[config.mk]
export PLATFORM = sky130hd
export DESIGN_NAME = adc_serial_emulator_flat
export DESIGN_NICKNAME = d
export VERILOG_FILES = /design/src/rtl/adc_serial_emulator_if.sv /design/src/rtl/adc_serial_emulator.sv /design/src/flat_wrapper.sv
export SDC_FILE = /design/constraint.sdc
export NUM_CORES = 1
export LEC_CHECK = 0
export BUFFER_PORTS_ARGS = -buffer_cell sky130_fd_sc_hd__buf_2
export CELL_PAD_IN_SITES_DETAIL_PLACEMENT = 2
export CELL_PAD_IN_SITES_GLOBAL_PLACEMENT = 2
export CORE_MARGIN = 5
export CORE_UTILIZATION = 39
export CTS_CLUSTER_SIZE = 30
export DETAILED_ROUTE_END_ITERATION = 12
export MAX_ROUTING_LAYER = met4
export PLACE_DENSITY_LB_ADDON = 0.15
export SLEW_MARGIN = 20
export SYNTH_ARGS = -nofsm -noshare
export SYNTH_HDL_FRONTEND = slang
export SYNTH_SLANG_ARGS = --single-unit
[constraint.sdc]
create_clock -name clk -period 3.6 [get_ports clk]
set_input_delay 0.72 -clock clk [delete_from_list [all_inputs] [get_ports clk]]
set_output_delay 0.72 -clock clk [all_outputs]
set_load 0.05 [all_outputs]
[src/rtl/adc_serial_emulator_if.sv]
// Bus bundle between an ADC emulator and whatever drives its convert strobe and reads its lanes.
// Latency: none, this is wiring only.
// Backpressure: none; the master owns nconv/data_mode/load_*, the slave owns busy/sclk/sdout/overrun/conv_count.
interface adc_serial_emulator_if #(
    parameter int DATA_W   = 16,
    parameter int CHANNELS = 2
);
    logic                         nconv;
    logic [1:0]                   data_mode;
    logic                         load_en;
    logic [CHANNELS*DATA_W-1:0]   load_data;
    logic                         busy;
    logic                         sclk;
    logic [CHANNELS-1:0]          sdout;
    logic                         overrun;
    logic [15:0]                  conv_count;

    modport master (
        output nconv, data_mode, load_en, load_data,
        input  busy, sclk, sdout, overrun, conv_count
    );

    modport slave (
        input  nconv, data_mode, load_en, load_data,
        output busy, sclk, sdout, overrun, conv_count
    );
endinterface

[src/rtl/adc_serial_emulator.sv]
// Emulates a serial-output SAR ADC: a falling nconv edge captures one word per lane and shifts it out with sclk.
// Latency: busy rises 1 clk after the edge is sampled and stays high for CONV_CYCLES + DATA_W*2*SCLK_DIV clks.
// Backpressure: none; a new edge while a transfer is running is dropped and flagged with a one-cycle overrun.
//
// Ports: clk, rst (sync, active-high); bus (slave modport): nconv, data_mode, load_en, load_data in;
//        busy, sclk, sdout[CHANNELS], overrun, conv_count out. All outputs are registered.
module adc_serial_emulator #(
    parameter int          DATA_W      = 16,
    parameter int          CHANNELS    = 2,
    parameter int          CONV_CYCLES = 4,
    parameter int          SCLK_DIV    = 2,
    parameter bit          MSB_FIRST   = 1'b1,
    parameter logic [31:0] PATTERN     = 32'h0000_ACCF
) (
    input logic                  clk,
    input logic                  rst,
    adc_serial_emulator_if.slave bus
);

    // One counter serves both the conversion wait and the position inside a bit period.
    localparam int CNT_MAX = (CONV_CYCLES > 2 * SCLK_DIV) ? CONV_CYCLES : 2 * SCLK_DIV;
    localparam int CNT_W   = $clog2(CNT_MAX) + 1;
    localparam int BIT_W   = $clog2(DATA_W) + 1;

    localparam logic [CNT_W-1:0] CONV_LAST = CNT_W'(CONV_CYCLES - 1);
    localparam logic [CNT_W-1:0] PER_LAST  = CNT_W'(2 * SCLK_DIV - 1);
    localparam logic [CNT_W-1:0] HALF_LAST = CNT_W'(SCLK_DIV - 1);
    localparam logic [BIT_W-1:0] BIT_LAST  = BIT_W'(DATA_W - 1);

    typedef enum logic [1:0] {IDLE, CONV, SHIFT, DONE} state_t;

    state_t             state;
    logic               nconv_q;
    logic [CNT_W-1:0]   cyc_cnt;
    logic [BIT_W-1:0]   bit_cnt;
    logic [DATA_W-1:0]  samp_cnt;
    logic [DATA_W-1:0]  load_reg [CHANNELS];
    logic [DATA_W-1:0]  shreg    [CHANNELS];

    logic               start;
    logic [DATA_W-1:0]  word     [CHANNELS];
    logic [DATA_W-1:0]  shifted  [CHANNELS];
    logic [CHANNELS-1:0] out_bit;

    assign start = nconv_q & ~bus.nconv;

    // Words offered for capture. load_reg is read before this cycle's load lands,
    // so a load in the start cycle is only seen by the next conversion.
    always_comb begin
        for (int c = 0; c < CHANNELS; c++) begin
            word[c] = PATTERN[DATA_W-1:0] ^ DATA_W'(c);
            case (bus.data_mode)
                2'd1:    word[c] = samp_cnt + DATA_W'(c);
                2'd2:    word[c] = load_reg[c];
                default: word[c] = PATTERN[DATA_W-1:0] ^ DATA_W'(c);
            endcase
        end
    end

    // Next bit to present and the register after it has been consumed.
    always_comb begin
        for (int c = 0; c < CHANNELS; c++) begin
            out_bit[c] = MSB_FIRST ? shreg[c][DATA_W-1] : shreg[c][0];
            shifted[c] = MSB_FIRST ? (shreg[c] << 1) : (shreg[c] >> 1);
        end
    end

    always_ff @(posedge clk) begin
        if (rst) begin
            state          <= IDLE;
            nconv_q        <= 1'b1;
            cyc_cnt        <= '0;
            bit_cnt        <= '0;
            samp_cnt       <= '0;
            bus.busy       <= 1'b0;
            bus.sclk       <= 1'b0;
            bus.sdout      <= '0;
            bus.overrun    <= 1'b0;
            bus.conv_count <= '0;
            for (int c = 0; c < CHANNELS; c++) begin
                load_reg[c] <= '0;
                shreg[c]    <= '0;
            end
        end else begin
            nconv_q     <= bus.nconv;
            // Any edge outside IDLE (DONE included) is dropped and reported.
            bus.overrun <= start && (state != IDLE);

            if (bus.load_en) begin
                for (int c = 0; c < CHANNELS; c++) begin
                    load_reg[c] <= bus.load_data[c*DATA_W +: DATA_W];
                end
            end

            case (state)
                IDLE: begin
                    if (start) begin
                        state    <= CONV;
                        bus.busy <= 1'b1;
                        cyc_cnt  <= '0;
                        samp_cnt <= samp_cnt + DATA_W'(1);
                        shreg    <= word;
                    end
                end
                CONV: begin
                    if (cyc_cnt == CONV_LAST) begin
                        // First bit period opens with sclk low and bit 0 already on the lanes.
                        state     <= SHIFT;
                        cyc_cnt   <= '0;
                        bit_cnt   <= '0;
                        bus.sclk  <= 1'b0;
                        bus.sdout <= out_bit;
                        shreg     <= shifted;
                    end else begin
                        cyc_cnt <= cyc_cnt + CNT_W'(1);
                    end
                end
                SHIFT: begin
                    if (cyc_cnt == PER_LAST) begin
                        cyc_cnt  <= '0;
                        bus.sclk <= 1'b0;
                        if (bit_cnt == BIT_LAST) begin
                            state          <= DONE;
                            bus.busy       <= 1'b0;
                            bus.sdout      <= '0;
                            bus.conv_count <= bus.conv_count + 16'd1;
                        end else begin
                            bit_cnt   <= bit_cnt + BIT_W'(1);
                            bus.sdout <= out_bit;
                            shreg     <= shifted;
                        end
                    end else begin
                        cyc_cnt <= cyc_cnt + CNT_W'(1);
                        // Second half of the period: rising sclk, data already stable.
                        if (cyc_cnt == HALF_LAST) begin
                            bus.sclk <= 1'b1;
                        end
                    end
                end
                DONE: begin
                    state <= IDLE;
                end
                default: begin
                    state <= IDLE;
                end
            endcase
        end
    end

endmodule

[src/flat_wrapper.sv]
// flat-port wrapper written by rule: the top's interface ports become plain ports
module adc_serial_emulator_flat 
#(
    parameter int          DATA_W      = 16,
    parameter int          CHANNELS    = 2,
    parameter int          CONV_CYCLES = 4,
    parameter int          SCLK_DIV    = 2,
    parameter bit          MSB_FIRST   = 1'b1,
    parameter logic [31:0] PATTERN     = 32'h0000_ACCF
)
  (clk, rst, bus_nconv, bus_data_mode, bus_load_en, bus_load_data, bus_busy, bus_sclk, bus_sdout, bus_overrun, bus_conv_count);
  adc_serial_emulator_if #(.DATA_W(DATA_W), .CHANNELS(CHANNELS)) bus_i ();
  input logic clk;
  input logic rst;
  input wire logic [$bits(bus_i.nconv)-1:0] bus_nconv;
  input wire logic [$bits(bus_i.data_mode)-1:0] bus_data_mode;
  input wire logic [$bits(bus_i.load_en)-1:0] bus_load_en;
  input wire logic [$bits(bus_i.load_data)-1:0] bus_load_data;
  output wire logic [$bits(bus_i.busy)-1:0] bus_busy;
  output wire logic [$bits(bus_i.sclk)-1:0] bus_sclk;
  output wire logic [$bits(bus_i.sdout)-1:0] bus_sdout;
  output wire logic [$bits(bus_i.overrun)-1:0] bus_overrun;
  output wire logic [$bits(bus_i.conv_count)-1:0] bus_conv_count;
  assign bus_i.nconv = bus_nconv;
  assign bus_i.data_mode = bus_data_mode;
  assign bus_i.load_en = bus_load_en;
  assign bus_i.load_data = bus_load_data;
  assign bus_busy = bus_i.busy;
  assign bus_sclk = bus_i.sclk;
  assign bus_sdout = bus_i.sdout;
  assign bus_overrun = bus_i.overrun;
  assign bus_conv_count = bus_i.conv_count;
  adc_serial_emulator #(.DATA_W(DATA_W), .CHANNELS(CHANNELS), .CONV_CYCLES(CONV_CYCLES), .SCLK_DIV(SCLK_DIV), .MSB_FIRST(MSB_FIRST), .PATTERN(PATTERN)) u_core (.clk(clk), .rst(rst), .bus(bus_i));
endmodule
# Word-level counts from Yosys, hierarchy flattened
# Memory sizes are Yosys's and may differ from the RTL's.
# Index checks and enable logic that the tools add are counted.
# word_totals
reg_bits	80
latchBits	0
ram_bits	32
romBits	0
in_bits	38
output_inout_bits	21
memories	1
# mem_list
memory	depth	word_bits	read_ports	rd_ports_with_merged_regs	write_ports	line	text
u_core.load_reg	2	16	2	0	2	adc_serial_emulator.sv:37	logic [DATA_W-1:0] load_reg [CHANNELS];
# op_classes
add_sub_neg	4
n_mul	0
n_div	0
magnitude_cmp	0
n_eq_ne	14
n_shift	0
mux	38
bitwise_logic	4
reduce_logical	17
# op_table
operator	count
2-to-1 mux 32 bit	4
one-hot mux 32 bit (3 select lines)	1
one-hot mux 16 bit (2 select lines)	2
adder 16 x 1 -> 16 bit (second input constant)	2
2-to-1 mux 16 bit	2
2-to-1 mux 5 bit	3
2-to-1 mux 2 bit	7
AND reduction 4 bit	3
2-to-1 mux 1 bit	11
one-hot mux 5 bit (2 select lines)	1
AND reduction 3 bit	3
inequality test 2 x 1 -> 1 bit (second input constant)	4
one-hot mux 2 bit (4 select lines)	1
nonzero test 2 bit	4
== test 2 bit (second input constant)	3
2-to-1 mux 3 bit	2
one-hot mux 3 bit (2 select lines)	1
adder 5 x 1 -> 5 bit (second input constant)	1
== test 5 x 4 -> 1 bit (second input constant)	1
AND reduction 5 bit	1
== test 2 x 1 -> 1 bit (second input constant)	2
one-hot mux 1 bit (2 select lines)	2
one-hot mux 2 bit (2 select lines)	1
AND reduction 2 bit	2
other kinds (12)	13

# Logic depth before layout (Yosys ltp)
# Gate-level depths: netlist of run 1.
# depth
word_depth	4
depth_mapped	10
ltp_nobuf	8

# Worst setup path after synthesis of run 1
# No wires, ideal clock.
# synth_timing
path_type	register -> register
startpoint	register u_core.bit_cnt[0]
endpoint	register u_core.shreg, in the netlist u_core.shifted[25]
setup_time_ns	0.132
arrival_ns	2.045
required_time_ns	3.468
setup_slack_ns	1.423
stages_incl_launch_ff	11
period_less_slack_ns	2.177
path_cell_list	dfxtp_1 ha_1 and3_1 ha_1 buf_2 nand2b_1 a221o_1 buf_6 buf_8 a221oi_1 nor3_1
# synth_via
elab_chain_cells	3
# synth_lines
element	line	text
start, declared	adc_serial_emulator.sv:35	logic [BIT_W-1:0] bit_cnt;
start signal, assigned	adc_serial_emulator.sv:128	bit_cnt <= bit_cnt + BIT_W'(1);
== test 5 x 4 -> 1 bit	adc_serial_emulator.sv:122	if (bit_cnt == BIT_LAST) begin
inequality test 2 bit (no line)	-	
AND reduction 5 bit (no line)	-	
end signal, assigned	adc_serial_emulator.sv:102	shreg <= word;
end signal, assigned	adc_serial_emulator.sv:113	shreg <= shifted;
end signal, assigned	adc_serial_emulator.sv:130	shreg <= shifted;
end, declared	adc_serial_emulator.sv:38	logic [DATA_W-1:0] shreg [CHANNELS];
# Every way passes these cells.
# A chain may end at the register's enable or synchronous reset.

# Worst setup path after layout of run 1
# layout_timing
startpoint	register u_core.bit_cnt[0]
endpoint	register u_core.shreg, in the netlist u_core.shifted[18]
# The elaborated chain is that of the path after synthesis.

==> run_results.csv, run 1 <==
group,metric,value,unit
grt,overflow,0,
place,place_congestion,0.827,
worst_setup_path,path_max_fanout,23,
timing,worst_pin_slew,960,ps
clock_network,h-tree-depth,3,
floorplanning,core_area,13800,um2
clock_network,clock_latency,360,ps
clock_network,cts_buffers,9,
worst_setup_path,endpoint_kind,"register",
finish,largest_reg_flops,32,
timing,report.final.slew_viol_count,0,
worst_setup_path,slowest_stage,"a221o_1",
timing,finalCritPeriodShare,80.1,%
pwr,vdd_ir_drop_max,250,uV
clock_network,cts-root-buf,"clkbuf_16",
finish,seq_area,2560,um2
worst_setup_path,cp.depth,8,
clock_network,clock_sinks,112,
detailed_routing,wirelength,14800,um
clock_network,cts_resized,0,
synth,netlist_area,5420,um2
grt,antenna_found_initial,0,
worst_hold_path,hold_path.class,"reg2reg",
timing,rsz0062_at_grt,"false",
clock_network,cts-hold-fix-buffers,0,
worst_setup_path,timing.critical_path.cells,"ha_1, and3_1, ha_1, nand2b_1, a221o_1, buf_4, nand2_1, a21oi_1",
grt,track_usage,19.6,%
synth,syn_avg_cell_area,9.11,um2
synth,ys_ff_latch,112,
grt,top_usage_layer,"met2",
synth,async_reset_ff_share,0,%
worst_setup_path,crit_end,"u_core.shifted[18]",
place,dp_hpwl,10600,um
detailed_routing,drt_iter0_drc,160,
synth,synth_edf_count,32,
finish,area_growth,12.6,%
floorplanning,io_pins,59,
worst_setup_path,start_kind,"register",
clock_network,path_clk_slew,80,ps
timing,max_freq,347,MHz
detailed_routing,dr.pass1.iters,4,
detailed_routing,ant_nets,0,
pwr,power_density,679,nW/um2
worst_setup_path,rrSetupSlack,720,ps
detailed_routing,num_vias,4416,
grt,grt_first_pass_wirelength,24900,um
pwr,total_power,0.00415,W
timing,final.setup.tns,0,ps
floorplanning,initial_core_util,39.3,%
outcome,status,"completed",
timing,finalCriticalPeriod,2880,ps
floorplanning,rows,43,
floorplanning,dieArea,16300,um2
synth,syn_nets,645,
finish,num-fill-cells,1545,
synth,synth_warnings,0,
worst_setup_path,critPathKind,"reg2reg",
timing,relSlewSlack,36.0,%
detailed_routing,drc_errors,0,
worst_setup_path,crit_family,"compound AO/OA/AOI/OAI gates",
grt,grt_start_max_net_pins,66,
synth,synth_cells,595,
floorplanning,die_h,128,um
finish,layout.nets,679,
worst_setup_path,crit_buf_inv,1,
flow_run,maxCapViolCount,0,
worst_setup_path,max_stage_delay,820,ps
grt,use_met1,25.1,%
synth,synth.distinct_cells,51,
worst_setup_path,required,3880,ps
synth,synth-main-ff-cell,"dfxtp_1",
worst_setup_path,setup.worst_path.start,"u_core.bit_cnt[0]",
grt,use_met2,32.4,%
synth,ys_seq_area_share,47.3,%
detailed_routing,via_per_inst,5.43,
finish,drive_gt1_share,15.0,%
timing,skew,13.0,ps
worst_setup_path,worst_path_most_repeated_cell,"ha_1",
detailed_routing,drt-wirelength-per-cell,18.2,um
floorplanning,dieWidth,128,um
finish,n_antenna_cell,0,
timing,setup_viol,0,
worst_setup_path,r2r-start,"u_core.bit_cnt[0]",
clock_network,cts_buffer_depth,2,
worst_setup_path,worstRegToRegCells,8,
place,io_buffer_count,58,
worst_setup_path,reg2reg_to,"u_core.shifted[18]",
clock_network,cts_tree,"yes",
timing,hold_violations,0,
clock_network,post_cts_buffers,0,
finish,multi_input_area,2590,um2
pwr,leakagePower,2.36,nW
worst_setup_path,arrival,3160,ps
grt,grt_pass1_vias,4734,
grt,grt_use_met3,2.67,%
## stage by stage
stage | util [%] | cells | worst slack, ps | area, um2 | hold WS (ps)
floorplan | - | 595 | 1420 | 5420 | 432
global placement | 42.1 | 798 | 897 | 5800 | 439
detailed placement | 42.1 | 798 | 718 | 5800 | 453
CTS | 44.3 | 814 | 699 | 6100 | 463
global route | 44.3 | 814 | 435 | 6100 | 485
finish | 44.3 | 814 | 717 | 6100 | 457
## where the power goes
group	leakage [nW]	total (W)	internal (W)	switching [W]
clock	0.150	0.00103	0.000549	0.000477
combinational	1.22	0.00146	0.000512	0.000948
sequential	0.995	0.00166	0.00152	0.000136
## metal layers
layer	part of all wire, %	up-vias
met5	0	-
met4	1.5	0
met3	3.2	13
met2	49	69
met1	46	2183
li1	-	2151
## synth_stat cells, types with 2 or more instances
master      n  area share [%]
a21oi_1    26             2.4
and2_1     32             3.7
nor2_1     74             5.1
edfxtp_1   32              18
clkbuf_1   32             2.2
buf_2       7            0.65
o211ai_1   12             1.7
a221o_1     2            0.37
o41ai_2     4             1.2
a2111oi_0   2            0.32
a221oi_1   20             3.2
xor2_1     24             3.9
a22o_1      3            0.49
nand2b_1    5            0.58
a311oi_1    6            0.97
nor3_1     27             2.5
nand2_1    67             4.6
buf_6       2            0.42
inv_1      15             1.0
a21boi_0    2            0.28
or2_2       4            0.46
o21ai_0    17             1.6
or3_1       2            0.23
mux2i_1     5            0.92
dfxtp_1    80              30
nor2b_1     4            0.46
a22oi_1     6            0.83
nand4_1     6            0.69
ha_1       12             2.8
xnor2_1    17             2.7
nand3b_1    5            0.69
a21o_1      3            0.42
nand3_1    14             1.3
nor4_1      9             1.0
## cells by family (layout without fill, tap and decap cells)
| group | after synthesis | after routing | synth area share, % |
|---|---|---|---|
| and+or+nand+nor | 256 | 256 | 22.6 |
| DFF | 112 | 112 | 47.3 |
| AOI/OAI and AO/OA | 109 | 109 | 14.9 |
| buffers and inverters | 60 | 99 | 4.90 |
| xor gates and xnor gates | 41 | 41 | 6.63 |
| adders and majority gates | 12 | 12 | 2.77 |
| muxes | 5 | 5 | 0.924 |
## worst min-delay path: stages, from the launching register on
cell and delay, ps:
dfxtp_1 310, nand2_1 50, a21oi_1 50
## how the worst min path moves through the flow
stage / from / end / slack [ps] / depth (start not counted)
finish: u_core.shifted[19] / u_core.shifted[19] / 460 / 2
global route: u_core.shifted[14] / u_core.shifted[14] / 490 / 2
CTS: u_core.shifted[19] / u_core.shifted[19] / 460 / 2
detailed placement: u_core.shifted[19] / u_core.shifted[19] / 450 / 2
global placement: u_core.shifted[24] / u_core.shifted[24] / 440 / 2
floorplan: u_core.shifted[2] / u_core.shifted[2] / 430 / 2
## area by class of cell
cell class / instances / share of cell area, %
clock buffers: 12 / 4.55
multi-input cells: 423 / 42.5
repair buffers: 68 / 5.99
flip-flops and latches: 112 / 42.0
clock inverters: 4 / 0.390
well taps: 180 / 3.69
inverters: 15 / 0.923
## placed cells by master (no fill, tap or decap), types with 12 or more instances in the layout
| master | instances |
|---|---|
| dfxtp_1 | 80 |
| nor2_1 | 74 |
| nand2_1 | 67 |
| buf_2 | 58 |
| and2_1 | 32 |
| edfxtp_1 | 32 |
| nor3_1 | 27 |
| a21oi_1 | 26 |
| xor2_1 | 24 |
| a221oi_1 | 20 |
| xnor2_1 | 17 |
| o21ai_0 | 17 |
| inv_1 | 15 |
| nand3_1 | 14 |
| o211ai_1 | 12 |
| ha_1 | 12 |
(Power assumes the default switching activity.)
==> run 2: changes to the inputs <==
--- a/config.mk
+++ b/config.mk
@@ -9,7 +9,7 @@
 export CELL_PAD_IN_SITES_DETAIL_PLACEMENT = 2
 export CELL_PAD_IN_SITES_GLOBAL_PLACEMENT = 2
 export CORE_MARGIN = 5
-export CORE_UTILIZATION = 39
+export CORE_UTILIZATION = 33
 export CTS_CLUSTER_SIZE = 30
 export DETAILED_ROUTE_END_ITERATION = 12
 export MAX_ROUTING_LAYER = met4
==> constraint.sdc (replaced) <==
create_clock -name clk -period 2.44 [get_ports clk]
set_input_delay 0.488 -clock clk [delete_from_list [all_inputs] [get_ports clk]]
set_output_delay 0.488 -clock clk [all_outputs]
set_load 0.05 [all_outputs]
==> run 2 against run 1 <==
Clock skew shrank 4.0 ps; sequential share of layout area fell by 1.6 points; via count grew 1.1%; worst hold slack lost 130 ps; clock-buffer cell count shrank 3; critical path depth decreased by 1; design area up 4.1%; first-iteration DRC count shrank 9.4%; clock power up 50%; global-route usage is 2.2 points lower; utilization decreased by 4.6 points.
==> run_results.csv, run 2 (synthesis results as in run 1) <==
group,metric,value,unit
floorplanning,io_pins,59,
timing,finalWorstSetupSlack,113,ps
worst_setup_path,timing.critical_path.cells,"ha_1, and3_1, ha_1, nand2b_1, a221o_2, buf_4, o41ai_2",
clock_network,cts_tree,"yes",
finish,final_cells,873,
timing,skew,8.97,ps
place,place_inst,857,
detailed_routing,num_vias,4465,
clock_network,clock_sinks,112,
pwr,vdd_ir_drop_max,364,uV
finish,seq_area,2560,um2
worst_setup_path,required,2690,ps
worst_hold_path,hold_depth,2,
outcome,status,"completed",
worst_setup_path,critPathKind,"reg2reg",
worst_setup_path,endpoint_kind,"register",
floorplanning,initial_core_util,33.9,%
clock_network,path_clk_slew,80,ps
detailed_routing,dr.pass1.iters,4,
detailed_routing,drt-wirelength-per-cell,18.1,um
place,place_congestion,0.803,
worst_setup_path,start_kind,"register",
finish,num-fill-cells,1776,
timing,finalCriticalPeriod,2330,ps
worst_setup_path,crit_family,"compound AO/OA/AOI/OAI gates",
pwr,leakagePower,2.49,nW
worst_hold_path,hold_path.class,"in2reg",
worst_setup_path,arrival,2580,ps
detailed_routing,drt_iter0_drc,145,
worst_setup_path,max_stage_delay,480,ps
timing,report.final.slew_viol_count,0,
timing,worst_pin_slew,761,ps
timing,rsz0062_at_grt,"true",
worst_setup_path,worstRegToRegCells,7,
grt,grt_start_max_net_pins,35,
detailed_routing,wirelength,15800,um
detailed_routing,ant_nets,0,
grt,track_usage,17.4,%
finish,multi_input_area,2610,um2
finish,n_antenna_cell,0,
flow_run,maxCapViolCount,0,
pwr,power_density,994,nW/um2
clock_network,cts-root-buf,"clkbuf_16",
timing,hold_violations,0,
finish,area_growth,17.2,%
timing,relSlewSlack,49.3,%
timing,setup_viol,0,
worst_hold_path,whs_endpoint,"u_core.nconv_q",
place,post_dp_cell_area,6030,um2
finish,final_area,6350,um2
worst_setup_path,rrSetupSlack,110,ps
timing,finalCritPeriodShare,95.4,%
finish,final_common_cell,"dfxtp_1",
grt,grt_first_pass_wirelength,26500,um
grt,antenna_found_initial,0,
place,dp_hpwl,11900,um
grt,grt_pass1_vias,4961,
detailed_routing,via_per_inst,5.11,
finish,most-common-layout-cells,"80 x dfxtp_1, 74 x nor2_1, 67 x nand2_1, 58 x buf_2",
worst_setup_path,worst_path_most_repeated_cell,"ha_1",
clock_network,post_cts_buffers,0,
place,post-place-ws,39.1,ps
grt,overflow,0,
timing,final.setup.tns,0,ps
finish,layout.nets,702,
floorplanning,dieArea,19100,um2
finish,final_core_utilization,39.7,%
floorplanning,rows,46,
floorplanning,core_area,16000,um2
worst_setup_path,crit_buf_inv,1,
clock_network,h-tree-depth,3,
worst_setup_path,path_max_fanout,11,
floorplanning,dieWidth,138,um
floorplanning,die_h,138,um
detailed_routing,drc_errors,0,
place,io_buffer_count,58,
worst_setup_path,r2r-start,"u_core.bit_cnt[0]",
finish,drive_gt1_share,18.3,%
clock_network,cts_buffers,9,
worst_hold_path,hp-start,"bus_nconv",
worst_setup_path,reg2reg_to,"u_core.shifted[7]",
finish,largest_reg_flops,32,
worst_setup_path,slowest_stage,"a221o_2",
clock_network,cts_buffer_depth,2,
clock_network,clock_latency,360,ps
timing,max_freq,430,MHz
## run 2: cell types whose count changed in the layout (fill, tap and decap cells not counted), sizes merged
| cell | previous run | this run |
|---|---|---|
| buf | 68 | 91 |
| bufinv | 0 | 1 |
| clkbuf | 12 | 9 |
| clkinvlp | 1 | 2 |
| inv | 16 | 17 |
## run 2: cell type report
cell class / instances / area share, %
inverters: 15 / 0.887
clock inverters: 7 / 1.24
repair buffers: 91 / 8.67
multi-input cells: 423 / 41.0
flip-flops and latches: 112 / 40.4
well taps: 216 / 4.26
clock buffers: 9 / 3.55
## run 2: worst max-delay path by stage
stage	depth (start not counted)	from	to
final	7	u_core.bit_cnt[0]	u_core.shifted[7]
after global routing	7	u_core.bit_cnt[0]	u_core.shifted[12]
after CTS	7	u_core.bit_cnt[0]	u_core.shifted[7]
after detailed placement	7	u_core.bit_cnt[0]	u_core.shifted[7]
after global placement	7	u_core.bit_cnt[0]	u_core.shifted[12]
after floorplan	10	u_core.bit_cnt[0]	u_core.shifted[25]
## run 2: worst reg2reg max path: cells and delay by family, from the launching register on
family	cells	cell delay, ps
compound gates	2	840
fa+ha+maj	2	430
simple gates	2	370
flops	1	350
buf+inv	1	230
## run 2: what timing repair did
| action | 4_1_cts | 5_1_grt |
|---|---|---|
| endpoints found under the setup margin | 0 | 10 |
| endpoints found under the hold margin | 0 | 0 |
| hold buffers | 0 | 0 |
| resized for setup | 0 | 3 |
## run 2: metal layers
layer,vias to the layer above,GRT usage [%],part of all wire (%)
li1,2197,-,-
met1,2179,21.1,45
met2,68,29.5,50
met3,21,3.66,3.3
met4,0,4.78,1.6
met5,-,-,0
## run 2: where the power goes
part           internal, W  total, W  switching (W)
combinational     0.000877   0.00233        0.00145
sequential         0.00225   0.00244       0.000194
clock             0.000809   0.00154       0.000735
## run 2: through the flow
| stage | hold WS, ps | power (W) |
|---|---|---|
| 6_report | 330 | 0.00631 |
| 5_1_grt | 337 | 0.00676 |
| 4_1_cts | 319 | 0.00641 |
| 3_5_place_dp | 454 | 0.00483 |
| 3_3_place_gp | 443 | 0.00469 |
| 2_1_floorplan | 432 | 0.00412 |
